<file path="src/rtl/gbf_fill_scheduler.sv">
// Global-buffer fill scheduler: arbitrates four GBF fill requests and streams FILL_LEN beats into the granted buffer.
// Optional macro GBF_FILL_SCHED_WGT_PRIORITY_EN selects fixed weight-first priority instead of round-robin.
//
// state   | meaning
// --------+------------------------------------------------------------
// S_IDLE  | waiting for an eligible request while finish is low
// S_GRANT | pick winner, latch ext_req_id, clear beat counter
// S_FILL  | accept FILL_LEN beats and write them to the granted buffer
// S_DONE  | buf_ready pulse visible, mark buffer served, back to idle
module gbf_fill_scheduler #(
   parameter int GBF_DATA_BITWIDTH = 512,
   parameter int GBF_ADDR_BITWIDTH = 5,
   parameter int FILL_LEN          = 32
) (
   input  logic                         clk,
   input  logic                         reset,
   input  logic [3:0]                   need_data,
   input  logic                         finish,
   input  logic                         ext_valid,
   input  logic [GBF_DATA_BITWIDTH-1:0] ext_data,
   output logic                         ext_ready,
   output logic [1:0]                   ext_req_id,
   output logic [3:0]                   fill_en,
   output logic [GBF_ADDR_BITWIDTH-1:0] fill_addr,
   output logic [GBF_DATA_BITWIDTH-1:0] fill_w_data,
   output logic [3:0]                   buf_ready,
   output logic                         busy
);

   localparam int CW = GBF_ADDR_BITWIDTH + 1;
   localparam logic [CW-1:0] BEATS     = CW'(FILL_LEN);
   localparam logic [CW-1:0] LAST_BEAT = CW'(FILL_LEN - 1);

   typedef enum logic [1:0] {S_IDLE, S_GRANT, S_FILL, S_DONE} state_t;

   state_t          state, state_nxt;
   logic [3:0]      served;
   logic [3:0]      eligible;
   logic [3:0]      elig_q;
   logic [1:0]      rr_last;
   logic [1:0]      winner;
   logic [CW-1:0]   beat_cnt;
   logic            accept;
   logic            last_accept;

   assign eligible    = need_data & ~served;
   assign ext_ready   = (state == S_FILL) && (beat_cnt < BEATS);
   assign accept      = ext_valid && ext_ready;
   assign last_accept = accept && (beat_cnt == LAST_BEAT);
   assign busy        = (state == S_GRANT) || (state == S_FILL);

`ifdef GBF_FILL_SCHED_WGT_PRIORITY_EN
   always_comb begin
      winner = 2'd1;
      if (elig_q[2])      winner = 2'd2;
      else if (elig_q[3]) winner = 2'd3;
      else if (elig_q[0]) winner = 2'd0;
   end
`else
   // Scan from farthest to nearest so the index right after rr_last wins.
   always_comb begin
      winner = rr_last;
      for (int k = 4; k >= 1; k--) begin
         if (elig_q[2'(rr_last + 2'(k))]) winner = 2'(rr_last + 2'(k));
      end
   end
`endif

   always_comb begin
      state_nxt = state;
      case (state)
         S_IDLE:  if (!finish && (|eligible)) state_nxt = S_GRANT;
         S_GRANT: state_nxt = S_FILL;
         S_FILL:  if (last_accept) state_nxt = S_DONE;
         S_DONE:  state_nxt = S_IDLE;
         default: state_nxt = S_IDLE;
      endcase
   end

   always_ff @(posedge clk or posedge reset) begin
      if (reset) begin
         state       <= S_IDLE;
         served      <= 4'b0;
         elig_q      <= 4'b0;
         rr_last     <= 2'd3;
         beat_cnt    <= '0;
         ext_req_id  <= 2'd0;
         fill_en     <= 4'b0;
         fill_addr   <= '0;
         fill_w_data <= '0;
         buf_ready   <= 4'b0;
      end else begin
         state     <= state_nxt;
         fill_en   <= 4'b0;
         buf_ready <= 4'b0;
         // A dropped request always clears its served flag, even mid-fill.
         served    <= (served | ((state == S_DONE) ? (4'b0001 << ext_req_id) : 4'b0)) & need_data;
         if (state == S_IDLE) elig_q <= eligible;
         if (state == S_GRANT) begin
            ext_req_id <= winner;
            rr_last    <= winner;
            beat_cnt   <= '0;
         end
         if (accept) begin
            fill_en     <= 4'b0001 << ext_req_id;
            fill_addr   <= beat_cnt[GBF_ADDR_BITWIDTH-1:0];
            fill_w_data <= ext_data;
            beat_cnt    <= beat_cnt + 1'b1;
         end
         if (last_accept) buf_ready <= 4'b0001 << ext_req_id;
      end
   end

endmodule

</file>
<file path="config.mk">
export PLATFORM = sky130hd
export DESIGN_NAME = gbf_fill_scheduler
export DESIGN_NICKNAME = d
export VERILOG_FILES = /design/src/rtl/gbf_fill_scheduler.sv
export SDC_FILE = /design/constraint.sdc
export NUM_CORES = 1
export LEC_CHECK = 0
export BUFFER_PORTS_ARGS = -buffer_cell sky130_fd_sc_hd__buf_2
export CAP_MARGIN = 15
export CORE_AREA = 4 4 411 413
export DETAILED_ROUTE_END_ITERATION = 10
export DIE_AREA = 0 0 415 417
export HOLD_SLACK_MARGIN = 0.1
export PLACE_DENSITY = 0.42
export SLEW_MARGIN = 0
export SYNTH_ARGS = -nofsm -noshare
export SYNTH_HDL_FRONTEND = slang
export SYNTH_SLANG_ARGS = --single-unit
</file>
<file path="constraint.sdc">
create_clock -name clk -period 32.3 [get_ports clk]
set_clock_uncertainty 0.15 [all_clocks]
set_input_delay 4.845 -clock clk [delete_from_list [all_inputs] [get_ports clk]]
set_output_delay 4.845 -clock clk [all_outputs]
set_load 0.01 [all_outputs]
</file>
After elaboration in Yosys (flattened, before gate mapping). Index checks and enable logic that the tools add are counted.

Multiplexer cells: 17. Reductions and logical operators: 10. Magnitude comparators: 4. Bitwise operators: 4. Add/sub/neg operators: 4. Shift operators: 1. Eq/ne operators: 6.

Operators by type and width (count): $mux 4 (3); $mux 6 (2); $mux 2 (5); $lt 2x3->1 const B (3); $and 4x4->4 (2); $pmux 2 s4 (1); $add 6x1->6 const B (1); $bmux 1 s2 (3); $eq 6x5->1 const B (1); $lt 6x6->1 const B (1); $add 2x2->2 const B (2); $eq 2x2->1 const B (2); $logic_and 1x1->1 (4); $ne 2x2->1 const B (2); $not 4->4 (1); $or 4x4->4 (1); $reduce_or 4->1 (1); $shl 1x2->4 const A (1); $mux 1 (3); $add 2x1->2 const B (1); $eq 2x1->1 const B (1); $logic_not 2->1 (1); $reduce_and 2->1 (1); $reduce_bool 2->1 (1); 2 further kinds (2).

Bits of input ports: 520. Output and inout bits: 529. Flip-flop bits (word level): 545. Logic and storage cells: 56.

Longest topological paths before layout.
Word-level depth: 6. Depth in mapped cells: 8. Gate-level depth less buffers: 6.

Least setup slack after synthesis. OpenSTA, ideal clock, no wires.

Kind: input-to-reg. Start point: input port need_data[3]. End point: register state[1]. Setup time: 0.128 ns. Data required time: 32.022 ns. Buffers on the path: 0. Arrival: 5.777 ns. Cell stages on the path: 4. Path slack: 26.246 ns. Cells stage by stage: or2b_1 > a41o_1 > a22oi_2 > mux2_1.

Word-level cells in the longest chain between the ends: 5.

Ends and longest elaborated chain: from (decl) (line 17) `input logic [3:0] need_data,`; $and 4x4->4 (line 46) `assign eligible = need_data & ~served;`; $reduce_or 4->1 (line 72) `S_IDLE: if (!finish && (|eligible)) state_nxt = S_GRANT;`; $logic_and 1x1->1 (line 72); $ne 2x2->1 (no line); $reduce_and 2->1 (no line); to (signal assigned) (line 93) `state <= state_nxt;`; to (decl) (line 36) `state_t state, state_nxt;`.

No other way between the ends. A chain may end at the register's enable or synchronous reset.

Final worst setup path.
Start point: input port ext_valid. End point: register fill_w_data[274].

Word-level cells in the longest chain between the ends: 1.

Ends and longest elaborated chain: from (decl) (line 19) `input logic ext_valid,`; $logic_and 1x1->1 (line 48) `assign accept = ext_valid && ext_ready;`; to (signal assigned) (line 107) `fill_w_data <= ext_data;`; to (decl) (line 25) `output logic [GBF_DATA_BITWIDTH-1:0] fill_w_data,`.

No other way between the ends.

==> impl_metrics.yaml <==
outcome:
  outcome: "complete, no violations"
grt:
  antenna_found_initial: 19
  grt_usage_pct: 10.6
  grt_pass1_vias: 19200
  grt_pass1_wl_um: 137000
  grt_max_degree: 182
  gr-total-overflow: 0
setup_path:
  reg2reg_slack_ns: 27.94
  r2r_cells: 8
  crit_start: "ext_valid"
  cp-end-kind: "flip-flop"
  crit_arrival_ns: 8.26
  required_ns: 32.72
  critPathMaxFanout: 99
  r2r-start: "state[0]$_DFFE_PP0P_"
  start_kind: "primary input"
  r2r_end: "fill_w_data[274]$_DFFE_PP0P_"
  crit_type: "primary input to flip-flop"
sta:
  final.setup.tns_ns: 0
  fin_crit_ns: 7.85
  finalHoldViolations: 0
  rsz0062_at_grt: "false"
  relSlewSlack_pct: 25.9
  setup_violations: 0
  layout_setup_ws_ns: 24.45
  hold_ws_ns: 0.314
  post-route-period-util_pct: 24.3
  tightest_slew_ns: 1.11
  finalMaxSlewViolations: 0
  max_freq_ghz: 0.127
placement:
  dp_hpwl_um: 73100
  io_buffers: 1048
  globalplace.congestion: 0.900
  place_area_um2: 28200
  place_ws_ns: 23.69
power_and_ir_drop:
  vdd_drop_max_uv: 47.7
  power_frac_comb_pct: 36.1
  p_switching_mw: 1.25
  seq_power_share_pct: 38.1
  power.share.clock_pct: 25.8
  power_per_cell_area_nw_per_um2: 103
  switching_share_pct: 39.8
  totalPowerFinal_mw: 3.13
  p_leak_nw: 17.1
  p_int_mw: 1.89
route:
  drt_iter0_drc: 1391
  wl_um: 96000
  drtAntennaViolNets: 0
  num_vias: 18800
  routedWlPerCell_um: 17.2
  viasPerCell: 3.37
  firstDrtPassIters: 5
  drc_errors: 0
clock_tree:
  insertion_delay_ns: 0.64
  path_clk_slew_ns: 0.05
  cts_hold_buf: 0
  cts_tree: "yes"
  cts_resized: 0
  cts.htree.levels: 3
  clock-sinks: 545
  cts_inserted_buffers: 70
  cts_root_buf: "clkbuf_16"
  post_cts_buffers: 0
  clockBufferDepth: 3
floorplanning:
  dieArea_um2: 173000
  die_w_um: 415
  rows: 149
  initial_core_util_pct: 12.6
  die_y_um: 417
  ioPinCount: 1049
  core_area_um2: 165000
layout:
  final_cell_area_um2: 30600
  final_cell_mix: "1,565 x nand2_1, 1,048 x buf_2, 543 x dfrtp_1"
  final_common_cell: "nand2_1"
  fin_nets: 3855
  drive_gt1_share_pct: 34.9
  area_delta_synth_final_pct: 47.4
worst_hold_path:
  min_from: "fill_w_data[3]$_DFFE_PP0P_"
  hp-class: "flip-flop to flip-flop"
  worstHoldEndpoint: "fill_w_data[3]$_DFFE_PP0P_"
  hold_depth: 2
job:
  cap_violations: 0
synth:
  netlist-cell-type-count: 38
  ys_ff_latch: 545
  ys_seq_area_share_pct: 65.8
  syn_inst: 2311
  syn-num-nets: 2837
  syn_area_um2: 20700
  avgSynthCellArea_um2: 8.97
  yosysWarnings: 0
==> layout make-up <==
class,instances,area [um2]
fillers,18700,134000
clock inverters,22,332
clock buffers,97,1980
multi-input cells,1636,6380
repair buffers,1066,5420
inverters,10,45.0
flip-flops and latches,545,13600
well taps,2189,2740
diodes,9,22.5
==> registers in the layout, indices dropped and copies added (netlist names) <==
name         cells
rr_last          2
fill_en          4
served           4
fill_w_data    512
beat_cnt         6
fill_addr        5
elig_q           4
ext_req_id       2
state            2
buf_ready        4
==> synth_stat cells <==
library cell  count  area (um2)
o21ai_1           1        5.00
nor2b_1           5        31.3
and3b_1           1        8.76
o31ai_1           1        7.51
a2bb2oi_1         1        8.76
nor3_1            2        10.0
nand4b_1          1        8.76
clkbuf_1         24        90.1
dfstp_2           2        52.6
o32a_1            1        10.0
dfrtp_1         543       13600
mux2i_1           5        50.1
a21o_1            1        7.51
a22oi_2           1        12.5
o21ai_0           7        35.0
a41o_1            1        10.0
nand2b_1          3        18.8
mux2_1            1        11.3
a2111oi_2         1        15.0
nand3b_1          1        7.51
o2bb2ai_1         1        8.76
a21oi_1           3        15.0
inv_1            10        37.5
nand2_1        1565        5870
or2b_1            1        7.51
nor2_1           13        48.8
a21boi_0          1        7.51
nand3_1           1        5.00
ha_1              6        75.1
buf_6             4        45.0
buf_2            52         260
a31oi_1           5        31.3
buf_4            35         263
nand4_1           2        12.5
and3_1            2        12.5
buf_1             5        18.8
a211o_1           1        8.76
nand3_2           1        10.0
==> how the worst max path moves through the flow <==
stage	slack, ns	end	depth (start not counted)
after global placement	23.66	fill_w_data[409]$_DFFE_PP0P_	6
after global routing	24.04	fill_w_data[187]$_DFFE_PP0P_	6
after detailed placement	23.69	fill_w_data[487]$_DFFE_PP0P_	6
after floorplan	12.07	beat_cnt[0]$_DFFE_PP0P_	1
after CTS	24.41	fill_w_data[187]$_DFFE_PP0P_	6
final	24.45	fill_w_data[274]$_DFFE_PP0P_	7
==> worst max-delay path, stage by stage <==
cell and delay [ns]:
buf_2 0.10, and3b_4 0.57, buf_4 0.58, buf_4 0.72
buf_4 0.91, nand2_1 0.13, nand2_1 0.10
==> routing by layer <==
layer	GRT usage (%)	share of wire, %	up-vias
met5	0	0.051	-
met4	3.15	2.2	10
met3	4.09	8.6	140
met2	18.3	51	636
met1	12.0	38	8947
li1	-	-	9032
==> power by group through the flow <==
stage	logic [mW]	clock network, mW	registers, mW
floorplan	0.449	0	1.32
global placement	1.16	0	1.20
detailed placement	1.17	0	1.20
CTS	1.17	0.847	1.19
global route	1.27	0.871	1.23
finish	1.13	0.808	1.19
==> cells by family after synthesis <==
family / synth area share [%]
AOI/OAI and AO/OA: 0.881
adders and majority gates: 0.362
buffers and inverters: 3.45
DFF: 65.8
muxes: 0.296
and+or+nand+nor: 29.2
==> per-stage QoR <==
step           std cells  util [%]
2_1_floorplan       2311         -
3_3_place_gp        5446      17.1
3_5_place_dp        5446      17.1
4_1_cts             5565      18.5
5_1_grt             5574      18.5
6_report            5574      18.5
(Power assumes the default switching activity.)
